[src/rtl/regfile_2w3r.sv]
// Two-write, three-read register file with write-first forwarding, read stall hold,
// synchronous clear and write-conflict flag. The top index is not stored and reads return PC_IN.
module regfile_2w3r #(
    parameter int DATA_W = 32,
    parameter int ADDR_W = 4,
    parameter int PC_IDX = 2**ADDR_W - 1
) (
    input  logic              CLK,
    input  logic              RESET,
    input  logic              RE,
    input  logic [ADDR_W-1:0] RA1,
    input  logic [ADDR_W-1:0] RA2,
    input  logic [ADDR_W-1:0] RA3,
    input  logic              WE1,
    input  logic [ADDR_W-1:0] WA1,
    input  logic [DATA_W-1:0] WD1,
    input  logic              WE2,
    input  logic [ADDR_W-1:0] WA2,
    input  logic [DATA_W-1:0] WD2,
    input  logic [DATA_W-1:0] PC_IN,
    output logic [DATA_W-1:0] RD1,
    output logic [DATA_W-1:0] RD2,
    output logic [DATA_W-1:0] RD3,
    output logic              WCONFLICT
);

    localparam int                NREGS     = 2**ADDR_W - 1;
    localparam int                NPORTS    = 3;
    localparam logic [ADDR_W-1:0] PC_ADDR   = ADDR_W'(PC_IDX);

    logic [DATA_W-1:0] regs_q [NREGS];
    logic [DATA_W-1:0] regs_d [NREGS];
    logic [DATA_W-1:0] rd_q   [NPORTS];
    logic [DATA_W-1:0] rd_d   [NPORTS];
    logic [ADDR_W-1:0] ra     [NPORTS];
    logic              wconflict_q;
    logic              wconflict_d;
    logic              wr1_ok;
    logic              wr2_ok;

    assign ra[0] = RA1;
    assign ra[1] = RA2;
    assign ra[2] = RA3;

    assign wr1_ok = WE1 && (WA1 != PC_ADDR);
    assign wr2_ok = WE2 && (WA2 != PC_ADDR);

    // NOTE: every always_comb output gets a default first so no latch is inferred.
    always_comb begin
        for (int i = 0; i < NREGS; i++) begin
            regs_d[i] = regs_q[i];
            if (wr1_ok && (WA1 == ADDR_W'(i))) regs_d[i] = WD1;
            // Port 2 is applied last so load data overrides the ALU result.
            if (wr2_ok && (WA2 == ADDR_W'(i))) regs_d[i] = WD2;
        end
    end

    // Read mux, lowest priority first so later assignments win: storage, WD1, WD2, PC.
    always_comb begin
        for (int p = 0; p < NPORTS; p++) begin
            rd_d[p] = '0;
            for (int i = 0; i < NREGS; i++) begin
                if (ra[p] == ADDR_W'(i)) rd_d[p] = regs_q[i];
            end
            if (WE1 && (WA1 == ra[p])) rd_d[p] = WD1;
            if (WE2 && (WA2 == ra[p])) rd_d[p] = WD2;
            if (ra[p] == PC_ADDR)      rd_d[p] = PC_IN;
        end
    end

    assign wconflict_d = wr1_ok && WE2 && (WA1 == WA2);

    // NOTE: sequential state uses non-blocking assignments only, so every flop samples pre-edge values.
    always_ff @(posedge CLK) begin
        if (RESET) begin
            // NOTE: the storage array is cleared on reset because software relies on zeroed registers;
            // this forces the array into flops rather than a RAM macro.
            for (int i = 0; i < NREGS; i++) regs_q[i] <= '0;
            for (int p = 0; p < NPORTS; p++) rd_q[p] <= '0;
            wconflict_q <= 1'b0;
        end else begin
            for (int i = 0; i < NREGS; i++) regs_q[i] <= regs_d[i];
            if (RE) begin
                for (int p = 0; p < NPORTS; p++) rd_q[p] <= rd_d[p];
            end
            wconflict_q <= wconflict_d;
        end
    end

    assign RD1       = rd_q[0];
    assign RD2       = rd_q[1];
    assign RD3       = rd_q[2];
    assign WCONFLICT = wconflict_q;

endmodule
[config.mk]
export PLATFORM = sky130hd
export DESIGN_NAME = regfile_2w3r
export DESIGN_NICKNAME = d
export VERILOG_FILES = /design/src/rtl/regfile_2w3r.sv
export SDC_FILE = /design/constraint.sdc
export NUM_CORES = 2
export LEC_CHECK = 0
export ABC_AREA = 1
export CAP_MARGIN = 5
export CORE_ASPECT_RATIO = 1.1
export CORE_UTILIZATION = 45
export CTS_BUF_LIST = sky130_fd_sc_hd__clkbuf_4 sky130_fd_sc_hd__clkbuf_8
export CTS_CLUSTER_DIAMETER = 200
export DETAILED_ROUTE_END_ITERATION = 16
export HOLD_SLACK_MARGIN = 0.06
export PLACE_DENSITY = 0.65
export SLEW_MARGIN = 20
export SYNTH_ARGS = -nofsm -noshare
export SYNTH_HDL_FRONTEND = slang
export SYNTH_SLANG_ARGS = --single-unit
[constraint.sdc]
create_clock -name CLK -period 5.25 [get_ports CLK]
set_input_delay 1.05 -clock CLK [delete_from_list [all_inputs] [get_ports CLK]]
set_output_delay 1.05 -clock CLK [all_outputs]
set_load 0.005 [all_outputs]
### Word-level counts from Yosys, hierarchy flattened

Memory sizes are Yosys's and may differ from the RTL's.
Cells that the tools add are included.

| word-level totals | value |
|---|---|
| flip-flop bits (word level) | 1 |
| bits in latches | 0 |
| RAM bits | 576 |
| memory bits (read-only) | 0 |
| bits of input ports | 121 |
| output and inout port bits | 97 |
| word-level logic and storage cells | 256 |
| memories kept | 2 |

Memory list:

| memory | depth | width | rd ports | clocked after Yosys merged registers in | wr ports | line | RTL |
|---|---|---|---|---|---|---|---|
| regs_q | 15 | 32 | 15 | 0 | 15 | 31 | `logic [DATA_W-1:0] regs_q [NREGS];` |
| rd_q | 3 | 32 | 3 | 0 | 3 | 33 | `logic [DATA_W-1:0] rd_q [NPORTS];` |

| operators by class | value |
|---|---|
| add/subtract/negate cells | 0 |
| multiply operators | 0 |
| divide/modulo/power cells | 0 |
| $lt $le $gt $ge | 0 |
| eq/ne operators | 82 |
| shifts and indexed selects | 0 |
| mux-type cells | 108 |
| bitwise gates (word level) | 18 |
| reduce and logical (&&, ||, !) cells | 45 |

Operators with widths:

| kind | count |
|---|---|
| $mux 32 | 102 |
| $eq 4x4->1 const B | 38 |
| $eq 4x3->1 const B | 20 |
| $eq 4x2->1 const B | 10 |
| $logic_and 1x1->1 | 40 |
| $eq 4x4->1 | 7 |
| $eq 4x1->1 const B | 5 |
| $logic_not 4->1 | 5 |
| $or 1x1->1 | 18 |
| $ne 4x4->1 const B | 2 |
| $mux 1 | 6 |

### Longest topological paths before layout

| depth | value |
|---|---|
| word-level depth | 20 |
| mapped depth | 17 |
| mapped depth without buffers | 16 |

### Worst setup path before layout

Ideal clock, no wire load.

| timing path | value |
|---|---|
| path kind | input port to flip-flop |
| start | input RESET |
| end | memory rd_q[0][0] (enable) |
| arrival time | 3.513 ns |
| setup slack | 0.838 ns |
| stages on the path | 5 |
| path buffers | 3 |
| path through | clkbuf_1 inv_1 clkbuf_1 clkbuf_1 nand2_1 |

RTL lines:

| what | line | RTL |
|---|---|---|
| from (decl) | 9 | `input logic RESET,` |
| to (decl) | 33 |  |

==> impl_metrics.ini <==
[routing]
routed_wl_um = 196000
remaining_drc_errors = 0
detail_route.wl_per_cell_um = 25.2
final_antenna_net_count = 0
first_pass_iters = 7
routed_via_density = 6.13
drtIter0Drc = 8011
num_vias = 47500

[placed_design]
hpwl_um = 139000
gp_congestion = 1.05
post_dp_cell_area_um2 = 42400
numPortBuffers = 217
preCtsSetupSlack_ps = 944

[setup_path]
critPathArrivalTime_ps = 4290
crit_path_frequent_cell = nand2_1
worstPathCellList = clkdlybuf4s50_1 -> nand2_1 -> nor2_2 -> buf_4 -> nand2_1 -> nand3_1 -> nor2_1 -> nand4_1 -> nand2_1 -> nand3_1 -> nand2_1 -> nand3_1 -> nand2_1 -> nand3_1 -> nand2_1 -> a21oi_1
end_kind = flop
worstPathRequired_ps = 5860
cpPeakStageDelay_ps = 690
path_max_fanout = 20
worstSetupStartpointType = input port
worstSetupPathType = input port to flop
cp_slowest_cell = clkdlybuf4s50_1

[status]
outcome = finished, final reports clean

[logic_synthesis]
syn-cell-area_um2 = 39100
syn_inst = 6509
ys_seq_elements = 577
ys_seq_area_frac = 0.320
yosys_warnings = 0
synth.distinct_cells = 33
synth.avg_cell_area_um2 = 6.01
syn_nets = 6630

[sta]
worst_pin_slew_ps = 1220
max_slew_margin = 0.184
fin_crit_ps = 3690
skew_ps = 30.6
finalSetupViolCount = 0
rsz0062_at_grt = no
finalHoldViolCount = 0
fin_crit_sh = 0.703
fmax_mhz = 271
whs_ps = 466
fin_ws_ps = 1560
timing.setup.tns_ps = 0
slew_violations = 0

[cts]
post_cts_buffers = 0
cts.sinks = 577
h-tree-depth = 3
holdBufCountCts = 0
clockRootBuffer = clkbuf_8
numCtsBuffers = 107
tritoncts = built
clkSlewWorstSetupHoldPaths_ps = 60
cts-resized-gates = 0
insertion_delay_ps = 780
cts.path.max_buffers = 3

[pwr]
switching_power_mw = 3.60
power_density_nw_per_um2 = 255
swShare = 0.315
leakagePower_nw = 17.4
intPower_mw = 7.82
p_comb_frac = 0.156
pwr-share-seq = 0.419
clkPwrFrac = 0.425
peakVddDrop_mv = 0.205

[global_route]
grt_max_degree = 157
overflow = 0
grt_pass1_wl_um = 284000
grt_usage = 0.424
antenna_found_initial = 5
grt_pass1_vias = 41500

[final_layout]
drive_above_1_share = 0.0783
stdcell_area_um2 = 44700
final_common_cell = nand2_1
final_cell_mix = nand2_1 (1942), inv_1 (668), nand3_1 (603)
fin_nets = 6636
fin_util = 0.519
synthToLayoutAreaGrowth_pct = 14.3

[die]
fp.dieH_um = 311
rows = 113
start_util = 0.454
die-area_um2 = 88100
core_area_um2 = 86200
fp.dieW_um = 283
io_pins = 218

[run]
cap_violations = 0

[hold_path]
min_path_type = flop to flop
## final timing paths
check / cells after the start / start / end / slack [ps]
max reg2reg: 10 / regs_q[0][80]$_SDFFE_PP0P_ / rd_q[0][16]$_SDFFCE_PN0P_ / 3060
min reg2reg: 2 / regs_q[1][107]$_SDFFE_PP0P_ / regs_q[1][107]$_SDFFE_PP0P_ / 470
max: 16 / RA2[0] / rd_q[0][41]$_SDFFCE_PN0P_ / 1560
min: 2 / regs_q[1][107]$_SDFFE_PP0P_ / regs_q[1][107]$_SDFFE_PP0P_ / 470
## registers in the layout, summed over array words and instances, names as in the netlist
| register | flops |
|---|---|
| WCONFLICT | 1 |
| regs_q | 480 |
| rd_q | 96 |
## per-stage QoR
step                      total power [mW]  cells
final                                 11.4   7756
after global routing                  11.7   7756
after CTS                             11.3   7749
after detailed placement              6.54   7556
after global placement                6.54   7556
after floorplan                       5.70   6509
## layer usage
| layer | vias up | global-route usage | wire length (um) |
|---|---|---|---|
| met5 | - | 0.0120 | 162 |
| met4 | 4 | 0.153 | 7270 |
| met3 | 458 | 0.148 | 31100 |
| met2 | 3763 | 0.582 | 76700 |
| met1 | 21700 | 0.601 | 80300 |
| li1 | 21600 | - | - |
## synth_stat cells, drive strengths merged
master / count / area (um2)
a21oi: 579 / 2900
o221ai: 128 / 1120
nor2: 462 / 1810
a22oi: 16 / 120
nor3: 50 / 262
nand2: 1948 / 7320
xor2: 1 / 8.76
clkbuf: 393 / 1480
a221oi: 7 / 61.3
o211ai: 42 / 315
o31ai: 1 / 12.5
o22ai: 12 / 75.1
a31oi: 145 / 913
clkinv: 3 / 11.3
dfxtp: 481 / 9630
or2: 16 / 100
nand4: 241 / 1510
buf: 127 / 647
nand3: 605 / 3030
inv: 693 / 2600
o21ai: 463 / 2320
edfxtp: 96 / 2880
## final cells by class
cell class | instances | area [um2]
fillers | 8904 | 41500
multi-input cells | 4716 | 22100
flip-flops and latches | 577 | 12500
repair buffers | 417 | 3750
inverters | 696 | 2620
clock buffers | 180 | 2180
well taps | 1150 | 1440
clock inverters | 13 | 105
diodes | 7 | 17.5
## kinds of logic after synthesis
kind of cell    Yosys count  share of synthesized area
compound gates         1393                      0.200
xor+xnor                  1                   0.000224
flops                   577                      0.320
buf+inv                1216                      0.121
simple gates           3322                      0.359
## worst max-delay path: cells and delay by family
family / cells / cell delay (ps)
AO/OA/AOI/OAI: 1 / 170
buffers and inverters: 2 / 1090
AND/OR/NAND/NOR: 13 / 1950
## power groups by stage
stage | combinational (mW) | clock, mW | sequential, mW
after detailed placement | 1.68 | 0 | 4.86
final | 1.78 | 4.85 | 4.78
after global placement | 1.67 | 0 | 4.87
after floorplan | 0.867 | 0 | 4.84
after CTS | 1.68 | 4.84 | 4.78
after global routing | 1.85 | 5.03 | 4.79
Power figures use the tool's default switching activity.
